$ cat config.mk
export PLATFORM = sky130hd
export DESIGN_NAME = uart_receiver
export DESIGN_NICKNAME = d
export VERILOG_FILES = /design/src/rtl/uart_receiver.sv
export SDC_FILE = /design/constraint.sdc
export NUM_CORES = 1
export LEC_CHECK = 0
export BUFFER_PORTS_ARGS = -buffer_cell sky130_fd_sc_hd__buf_4
export CORE_MARGIN = 1
export CORE_UTILIZATION = 25
export CTS_CLUSTER_SIZE = 25
export DETAILED_ROUTE_END_ITERATION = 16
export PLACE_DENSITY = 0.38
export SLEW_MARGIN = 20
export SYNTH_ARGS = -nofsm -noshare
export SYNTH_HDL_FRONTEND = slang
export SYNTH_SLANG_ARGS = --single-unit
export TNS_END_PERCENT = 50
$ cat constraint.sdc
create_clock -name clk -period 2.9 [get_ports clk]
set_clock_uncertainty 0.05 [all_clocks]
set_input_delay 0.58 -clock clk [delete_from_list [all_inputs] [get_ports clk]]
set_output_delay 0.58 -clock clk [all_outputs]
set_load 0.03 [all_outputs]
$ cat src/rtl/uart_receiver.sv
// uart_receiver: 8N1 UART receiver with two-flop synchroniser, mid-bit sampling,
// a one-deep holding register and valid/full/frame-error/overrun flags.
module uart_receiver #(
    parameter int CLK_FREQ     = 12000000,
    parameter int BAUD         = 9600,
    parameter int CLKS_PER_BIT = CLK_FREQ / BAUD,
    parameter int HALF_BIT     = CLKS_PER_BIT / 2
) (
    input  logic       clk,
    input  logic       nrst,
    input  logic       rx,
    input  logic       rd_en,
    output logic [7:0] rx_data,
    output logic       rx_valid,
    output logic       rx_full,
    output logic       frame_err,
    output logic       overrun,
    output logic       busy
);
    typedef enum logic [2:0] {S_IDLE, S_START, S_DATA, S_STOP, S_WAIT_HIGH} state_t;

    state_t      r_state, w_next;
    logic        r_sync1, r_rx_s;
    logic [10:0] r_cnt;
    logic [2:0]  r_bit_idx;
    logic [7:0]  r_shift;
    logic        w_half, w_bit, w_sample, w_shift, w_done, w_ferr;

    assign w_half = r_cnt == 11'(HALF_BIT - 1);
    assign w_bit  = r_cnt == 11'(CLKS_PER_BIT - 1);

    always_ff @(posedge clk or negedge nrst) begin
        if (!nrst) begin
            r_sync1 <= 1'b1;
            r_rx_s  <= 1'b1;
        end else begin
            r_sync1 <= rx;
            r_rx_s  <= r_sync1;
        end
    end

    always_ff @(posedge clk or negedge nrst) begin
        if (!nrst) r_state <= S_IDLE;
        else       r_state <= w_next;
    end

    always_comb begin
        w_next = r_state;
        case (r_state)
            S_IDLE:      w_next = r_rx_s ? S_IDLE : S_START;
            S_START:     w_next = !w_half ? S_START : (r_rx_s ? S_IDLE : S_DATA);
            S_DATA:      w_next = (w_bit && r_bit_idx == 3'd7) ? S_STOP : S_DATA;
            S_STOP:      w_next = !w_bit ? S_STOP : (r_rx_s ? S_IDLE : S_WAIT_HIGH);
            S_WAIT_HIGH: w_next = r_rx_s ? S_IDLE : S_WAIT_HIGH;
            default:     w_next = S_IDLE;
        endcase
    end

    always_comb begin
        w_shift  = (r_state == S_DATA) && w_bit;
        w_done   = (r_state == S_STOP) && w_bit && r_rx_s;
        w_ferr   = (r_state == S_STOP) && w_bit && !r_rx_s;
        w_sample = ((r_state == S_START) && w_half) || w_shift || ((r_state == S_STOP) && w_bit);
        busy     = r_state != S_IDLE;
    end

    // cnt restarts on every state change and every bit sample
    always_ff @(posedge clk or negedge nrst) begin
        if (!nrst) begin
            r_cnt     <= '0;
            r_bit_idx <= '0;
            r_shift   <= '0;
        end else begin
            r_cnt     <= (r_state == S_IDLE || r_state == S_WAIT_HIGH || w_sample || w_next != r_state)
                         ? '0 : r_cnt + 11'd1;
            r_bit_idx <= (r_state == S_START) ? '0 : w_shift ? r_bit_idx + 3'd1 : r_bit_idx;
            r_shift   <= w_shift ? {r_rx_s, r_shift[7:1]} : r_shift;
        end
    end

    always_ff @(posedge clk or negedge nrst) begin
        if (!nrst) begin
            rx_data   <= 8'h00;
            rx_valid  <= 1'b0;
            rx_full   <= 1'b0;
            frame_err <= 1'b0;
            overrun   <= 1'b0;
        end else begin
            rx_data   <= w_done ? r_shift : rx_data;
            rx_valid  <= w_done;
            frame_err <= w_ferr;
            rx_full   <= w_done ? 1'b1 : rd_en ? 1'b0 : rx_full;
            // newest byte wins; overrun flags the unread one it replaced
            overrun   <= w_done ? (overrun | (rx_full & ~rd_en)) : rd_en ? 1'b0 : overrun;
        end
    end
endmodule

Word level (Yosys, flattened, before mapping)
Cells that the tools add are included.
Storage, ports and cells
  bits in registers: 39
  input port bits: 4
Operators by class
  $add $sub $neg: 2
  equal/unequal tests: 8
  muxes and demuxes: 13
  bitwise gates (word level): 3
  reductions and logical operators: 16
Operator list (number)
  $pmux W3 S5: 1
  $mux W3: 4
  $add A11 B1 Y11 const B: 1
  $eq A11 B10 Y1 const B: 1
  $eq A11 B11 Y1 const B: 1
  $mux W11: 1
  $eq A3 B2 Y1 const B: 2
  $eq A3 B3 Y1 const B: 2
  $logic_and A1 B1 Y1: 6
  $logic_or A1 B1 Y1: 5
  $mux W1: 5
  $mux W2: 2
  $reduce_bool A2 Y1: 2
  $add A3 B1 Y3 const B: 1
  $eq A3 B1 Y1 const B: 1
  $logic_not A3 Y1: 1
  $ne A3 B3 Y1: 1
  $reduce_bool A3 Y1: 1
  $and A1 B1 Y1: 1
  $logic_not A1 Y1: 1
  $not A1 Y1: 1
  $or A1 B1 Y1: 1

Longest topological paths before layout
Gate-level depths: netlist of the first run.
  depth after elaboration: 7
  depth in mapped cells: 7
  gate-level depth less buffers: 6

Worst setup path after synthesis of the first run
No wires, ideal clock.
  path type: reg-to-reg
  start point: reg r_cnt[8]
  end point: reg r_shift[0]
  library setup time: 0.125 ns
  arrival time: 1.990 ns
  required time: 2.725 ns
  setup slack: 0.735 ns
  stages on the path, launching flop included: 5
  path through: dfrtp_1 > or4b_4 > or4b_4 > buf_6 > mux2_4
On the way
  longest elaborated chain between the ends: 2
Ends and longest elaborated chain
  from (decl): RTL line 24  | logic [10:0] r_cnt;
  from (signal assigned): RTL line 74  | r_cnt <= (r_state == S_IDLE || r_state == S_WAIT_HIGH || w_sample || w_next != r_state)
  $eq A11 B11 Y1: RTL line 30  | assign w_bit = r_cnt == 11'(CLKS_PER_BIT - 1);
  $logic_and A1 B1 Y1: RTL line 60  | w_shift = (r_state == S_DATA) && w_bit;
  to (signal assigned): RTL line 77  | r_shift <= w_shift ? {r_rx_s, r_shift[7:1]} : r_shift;
  to (decl): RTL line 26  | logic [7:0] r_shift;
Every way passes these cells.
A chain may end at the register's enable or synchronous reset.

Final worst setup path of the first run
  start point: reg r_cnt[8]
  end point: reg rx_data[3]
On the way
  longest elaborated chain between the ends: 3
Ends and longest elaborated chain
  $eq A11 B11 Y1: RTL line 30
  $logic_and A1 B1 Y1 (2 in a row): RTL line 61  | w_done = (r_state == S_STOP) && w_bit && r_rx_s;
  to (signal assigned): RTL line 89  | rx_data <= w_done ? r_shift : rx_data;
  to (decl): RTL line 13  | output logic [7:0] rx_data,
Every way passes these cells.

==> results of run 1 <==
==> worst max-delay path, delay by kind of cell, from the launching register on <==
family           cells  cell delay, ps
AND/OR/NAND/NOR      2            1270
multiplexers         1             410
flip-flops           1             430
==> per-stage QoR <==
stage	setup WS [ps]	utilization [%]	std cells	total power, mW
2_1_floorplan	735	-	143	0.558
3_3_place_gp	666	29.1	250	0.573
3_5_place_dp	620	29.1	250	0.574
4_1_cts	605	30.7	258	1.04
5_1_grt	496	30.7	258	1.07
6_report	637	30.7	258	1.02
==> area by class of cell <==
type | count | share of cell area, %
tap | 96 | 5.67
inverter | 4 | 0.708
multi-input combinational | 94 | 36.1
sequential | 39 | 46.2
clock buffer | 5 | 3.25
clock inverter | 3 | 2.07
timing repair buffer | 17 | 6.02
==> cells by family (layout without fill, tap and decap cells) <==
kind of cell,after synthesis,in the layout
AO/OA/AOI/OAI,12,12
XOR/XNOR,10,10
adder cells (fa/ha/maj),5,5
buffers and inverters,10,29
flip-flops,39,39
multiplexers,18,18
AND/OR/NAND/NOR,49,49
==> state kept, by name, indices dropped and copies added (netlist names) <==
signal,flops
overrun,1
r_state,3
r_sync1,1
r_bit_idx,3
rx_full,1
rx_data,8
frame_err,1
r_shift,8
rx_valid,1
r_rx_s,1
r_cnt,11
==> power by group <==
| part | switching (mW) | internal [mW] | leakage (nW) | total (mW) |
|---|---|---|---|---|
| registers | 0.00180 | 0.546 | 0.523 | 0.548 |
| clock network | 0.199 | 0.256 | 0.0581 | 0.455 |
| logic | 0.0114 | 0.00273 | 0.415 | 0.0142 |
==> Yosys cell counts (2+ instances only) <==
cell      number  area share, %
nand3_1        2           0.55
nand4_1        3            1.0
and3_1         2           0.69
nor3_1        13            3.6
buf_6          2            1.2
mux2_2         9            5.6
a21oi_1        4            1.1
xor2_1         6            2.9
inv_1          4           0.83
o21ai_0        2           0.55
dfrtp_1       37             51
nor2_1         8            1.7
nand4b_1       2           0.97
dfstp_2        2            2.9
xnor2_1        4            1.9
clkbuf_1       2           0.42
mux2_4         7            5.8
mux2i_1        2            1.1
nor3b_1        2           0.83
nand2_1        5            1.0
a311oi_1       2           0.97
ha_1           5            3.5
or4b_4         2            1.5
==> per-layer routing <==
layer	up-vias	wire length (um)
met2	22	1650
met5	-	0
met4	0	48
met1	572	1790
met3	6	149
li1	554	-
==> worst max-delay path by stage <==
| stage | end | startpoint |
|---|---|---|
| 2_1_floorplan | r_shift[0] | r_cnt[8] |
| 3_3_place_gp | rx_data[0] | r_cnt[8] |
| 3_5_place_dp | rx_data[3] | r_cnt[8] |
| 4_1_cts | rx_data[3] | r_cnt[8] |
| 5_1_grt | rx_data[2] | r_cnt[8] |
| 6_report | rx_data[3] | r_cnt[8] |
==> flow_summary_export.csv, run 1 <==
group,metric,value,unit
status,status,"completed",
worst_setup_path,endpoint_kind,"register",
worst_setup_path,critPathRequiredTime,3040,ps
worst_setup_path,cp-start-kind,"register",
pwr,p_per_area,480,nW/um^2
layout,n_antenna_cell,0,
cts,ctsHoldBuffers,0,
worst_setup_path,slowest_delay,670,ps
layout,final_cell_area,2120,um^2
floorplanning,num_rows,30,
floorplanning,die_w,87.0,um
global_routing,grt_max_degree,40,
cts,cts_tree,"done",
routing,drtAntennaViolNets,0,
routing,wl_per_cell,14.1,um
worst_setup_path,r2r_end,"rx_data[3]",
cts,cts.sinks,39,
layout,most-common-layout-cells,"dfrtp_1 (37), buf_4 (17), nor3_1 (13)",
floorplanning,initial_utilization,26.2,%
logic_synthesis,synth_edf_count,0,
flow_run,maxCapViolations,0,
cts,postCtsSetupRepairBufs,0,
layout,mostFrequentLayoutCell,"dfrtp_1",
logic_synthesis,synth-async-reset-ratio,100,%
logic_synthesis,syn_avg_cell_area,12.6,um^2
logic_synthesis,synth-simple-area-share,17.0,%
global_routing,gr-usage-met1,15.7,%
logic_synthesis,ys.flop_type,"dfrtp_1",
floorplanning,io_pins,17,
global_routing,grt_use_met2,15.2,%
cts,clk_path_buf_depth,2,
placed_design,hpwl,2.45,mm
pwr,p_leak,0.996,nW
logic_synthesis,synth_top_family_by_area,"simple AND/OR/NAND/NOR gates",
min_path,hp-class,"primary input to async pin",
worst_setup_path,ff2ff_path_depth,3,
logic_synthesis,synth_xor_area_share,4.84,%
worst_setup_path,rrSetupSlack,640,ps
logic_synthesis,yosysSeqAreaShare,54.1,%
timing,timing.final.crit_share,78.0,%
worst_setup_path,slowest_stage,"nor4_4",
routing,drt_pass1_iterations,4,
timing,hold_viol_final,0,
timing,rsz0062_at_grt,"no",
layout,seqCellArea,978,um^2
layout,nets,170,
logic_synthesis,synth_mux_area_share,12.5,%
logic_synthesis,synthesis.area,1810,um^2
placed_design,port_buffers,16,
cts,ctsResizeCount,0,
cts,cts-buffers-inserted,5,
routing,drt-vias-per-instance,4.47,
worst_setup_path,r2r_start,"r_cnt[8]",
routing,drt-total-wl,3.65,mm
logic_synthesis,synthAdderAreaFrac,3.46,%
global_routing,grt_usage,11.1,%
logic_synthesis,yosys_warnings,0,
timing,min_period,2260,ps
global_routing,grt_overflow,0,
timing,setup_viol,0,
cts,h-tree-depth,2,
timing,slew_violations,0,
floorplanning,design.core.area,6910,um^2
floorplanning,die_h,87.0,um
timing,tns,0,ps
worst_setup_path,cp_data_arrival_time,2400,ps
timing,holdWs,199,ps
routing,drc,0,
timing,tightest_slew,701,ps
pwr,vdd_drop_max,0.174,mV
cts,root_buffer,"clkbuf_8",
layout,syn_to_final_growth,17.2,%
global_routing,antenna_found_initial,0,
global_routing,busiest_layer,"met1",
floorplanning,fp.dieArea,7580,um^2
global_routing,first_global_vias,1117,
global_routing,use_met3,4.36,%
timing,max-slew-margin-rel,52.6,%
worst_setup_path,path_max_fanout,10,
layout,fillCellCount,709,
routing,vias,1154,
logic_synthesis,synth_seq_cells,39,
placed_design,placed_cell_area,2010,um^2
cts,clock_latency,300,ps
layout,drive_above_1_share,29.0,%
worst_setup_path,critPathKind,"register to register",
logic_synthesis,synth_compound_area_share,4.50,%
layout,multi_input_area,766,um^2
logic_synthesis,postSynthCellCount,143,
routing,drtIter0Drc,81,
worst_setup_path,crit_chain,"or4b_4 -> nor4_4 -> mux2_2",
global_routing,grt_pass1_wl,6.23,mm
logic_synthesis,synth_nets,152,
placed_design,gp_congestion,0.786,
logic_synthesis,synth.distinct_cells,39,
cts,clk_pin_slew,80,ps
timing,fmax,442,MHz
No activity file was read; power rests on OpenSTA's default activity.
==> inputs of run 2 (changes only) <==
==> constraint.sdc (replaced) <==
create_clock -name clk -period 2.1 [get_ports clk]
set_clock_uncertainty 0.05 [all_clocks]
set_input_delay 0.42 -clock clk [delete_from_list [all_inputs] [get_ports clk]]
set_output_delay 0.42 -clock clk [all_outputs]
set_load 0.03 [all_outputs]
==> run 2 against run 1 <==
- clock-buffer cell count rose by 1
- worst setup slack got worse by 620 ps
- fmax rose by 8.5%
- combinational power increased by 35%
- non-clock buffer count up 17
- critical path type unchanged
- largest power group unchanged
- highest routed layer unchanged
==> flow_summary_export.csv, run 2 (synthesized netlist as in run 1, its figures left out) <==
group,metric,value,unit
timing,hold_viol_final,0,
layout,reg_top3,"r_cnt: 11 flops, r_shift: 8 flops, rx_data: 8 flops",
worst_setup_path,r2r_start,"r_cnt[8]",
routing,drt_pass1_iterations,4,
timing,holdWs,41.7,ps
cts,root_buffer,"clkbuf_8",
cts,clk_path_buf_depth,2,
timing,fmax,479,MHz
placed_design,hpwl,2.60,mm
layout,fillCellCount,734,
layout,most-common-layout-cells,"dfrtp_1 (37), buf_4 (33), nor3_1 (13)",
global_routing,antenna_found_initial,0,
cts,clock_latency,290,ps
layout,drive_above_1_share,37.2,%
routing,drt-total-wl,3.79,mm
worst_setup_path,critPathKind,"register to register",
layout,top_register,"r_cnt",
timing,timing.final.crit_share,99.3,%
pwr,combPwrFrac,1.3,%
floorplanning,die_h,87.0,um
worst_setup_path,path_max_fanout,6,
pwr,vdd_drop_max,0.337,mV
routing,vias,1238,
global_routing,grt_pass1_wl,6.28,mm
layout,nets,188,
timing,fin_ws,13.7,ps
routing,drtAntennaViolNets,0,
placed_design,port_buffers,16,
routing,drt-vias-per-instance,4.49,
floorplanning,design.core.area,6910,um^2
timing,slew_violations,0,
pwr,p_int,1.14,mW
worst_setup_path,ff2ff_path_depth,3,
floorplanning,die_w,87.0,um
cts,clk_pin_slew,70,ps
layout,syn_to_final_growth,26.9,%
placed_design,place_ws,-31.3,ps
worst_setup_path,cp-start-kind,"register",
pwr,p_per_area,620,nW/um^2
routing,drc,0,
routing,drtIter0Drc,15,
worst_setup_path,r2r_end,"r_shift[0]",
timing,rsz0062_at_grt,"yes",
flow_run,maxCapViolations,0,
timing,tightest_slew,506,ps
timing,tns,0,ps
cts,cts_tree,"done",
global_routing,first_global_vias,1274,
pwr,p_leak,1.09,nW
placed_design,gp_congestion,0.768,
floorplanning,fp.dieArea,7580,um^2
timing,max-slew-margin-rel,66.2,%
global_routing,grt_max_degree,40,
pwr,seqPwrFrac,53.2,%
layout,n_antenna_cell,0,
floorplanning,num_rows,30,
worst_setup_path,cp_data_arrival_time,2220,ps
worst_setup_path,rrSetupSlack,10,ps
floorplanning,initial_utilization,26.2,%
pwr,p_total,1.42,mW
cts,cts.sinks,39,
global_routing,grt_overflow,0,
pwr,p_sw,0.280,mW
layout,final_util,33.2,%
global_routing,grt_usage,11.0,%
cts,ctsHoldBuffers,0,
worst_setup_path,critPathRequiredTime,2230,ps
pwr,p_sw_share,19.7,%
pwr,p_clk_share,45.5,%
timing,min_period,2090,ps
layout,largest_reg_flops,11,
min_path,hp-class,"primary input to async pin",
floorplanning,io_pins,17,
routing,wl_per_cell,13.7,um
layout,mostFrequentLayoutCell,"dfrtp_1",
cts,h-tree-depth,2,
timing,setup_viol,0,
status,status,"completed",
cts,cts-buffers-inserted,5,
worst_setup_path,endpoint_kind,"register",
## run 2: cell count changes in the layout (fill, tap and decap cells not counted), sizes merged
| cell | change |
|---|---|
| buf | +17 |
| clkbuf | +1 |
| clkinv | -1 |
| or4b | +1 |
## run 2: worst max-delay path, stage by stage, from the launching register on
cell	delay, ps
dfrtp_1	380
or4b_4	600
or4b_4	630
mux2_4	320
## run 2: what timing repair did
item	CTS	global route
gates cloned	1	1
setup endpoints to repair	19	19
pin swaps	1	2
resized for setup	4	4
buffers inserted	0	1
## run 2: metal layers
| metal | share of wire, % | GRT usage, % | vias up | routed length (um) |
|---|---|---|---|---|
| li1 | - | - | 589 | - |
| met1 | 46 | 13.1 | 624 | 1740 |
| met2 | 49 | 18.6 | 19 | 1860 |
| met3 | 3.2 | 3.22 | 6 | 123 |
| met4 | 1.5 | 4.70 | 0 | 58 |
| met5 | 0 | 0 | - | 0 |
## run 2: power by group through the flow
stage	clock, mW	combinational (mW)	sequential [mW]
6_report	0.647	0.0191	0.756
5_1_grt	0.704	0.0230	0.756
4_1_cts	0.673	0.0207	0.756
3_5_place_dp	0	0.0206	0.771
3_3_place_gp	0	0.0199	0.771
2_1_floorplan	0	0.000387	0.770
## run 2: cell type report
class	count	area [um^2]	share of cell area [%]
timing repair buffer	34	259	11.3
sequential	39	978	42.7
clock buffer	6	82.6	3.60
tap	96	120	5.24
multi-input combinational	95	803	35.0
clock inverter	2	35.0	1.53
inverter	4	15.0	0.655
## run 2: per-stage QoR
step | cells | area, um^2
6_report | 276 | 2290
4_1_cts | 274 | 2250
2_1_floorplan | 143 | 1810
3_3_place_gp | 265 | 2120
5_1_grt | 276 | 2290
3_5_place_dp | 265 | 2120
## run 2: worst max-delay path by stage
| stage | start | end | slack, ps | depth (start not counted) |
|---|---|---|---|---|
| after global routing | r_cnt[8] | r_shift[3] | -30 | 3 |
| after global placement | r_cnt[3] | r_shift[0] | -7 | 3 |
| final | r_cnt[8] | r_shift[0] | 10 | 3 |
| after detailed placement | r_cnt[3] | r_shift[3] | -30 | 3 |
| after floorplan | r_cnt[3] | r_shift[0] | -50 | 4 |
| after CTS | r_cnt[3] | r_shift[3] | -10 | 3 |
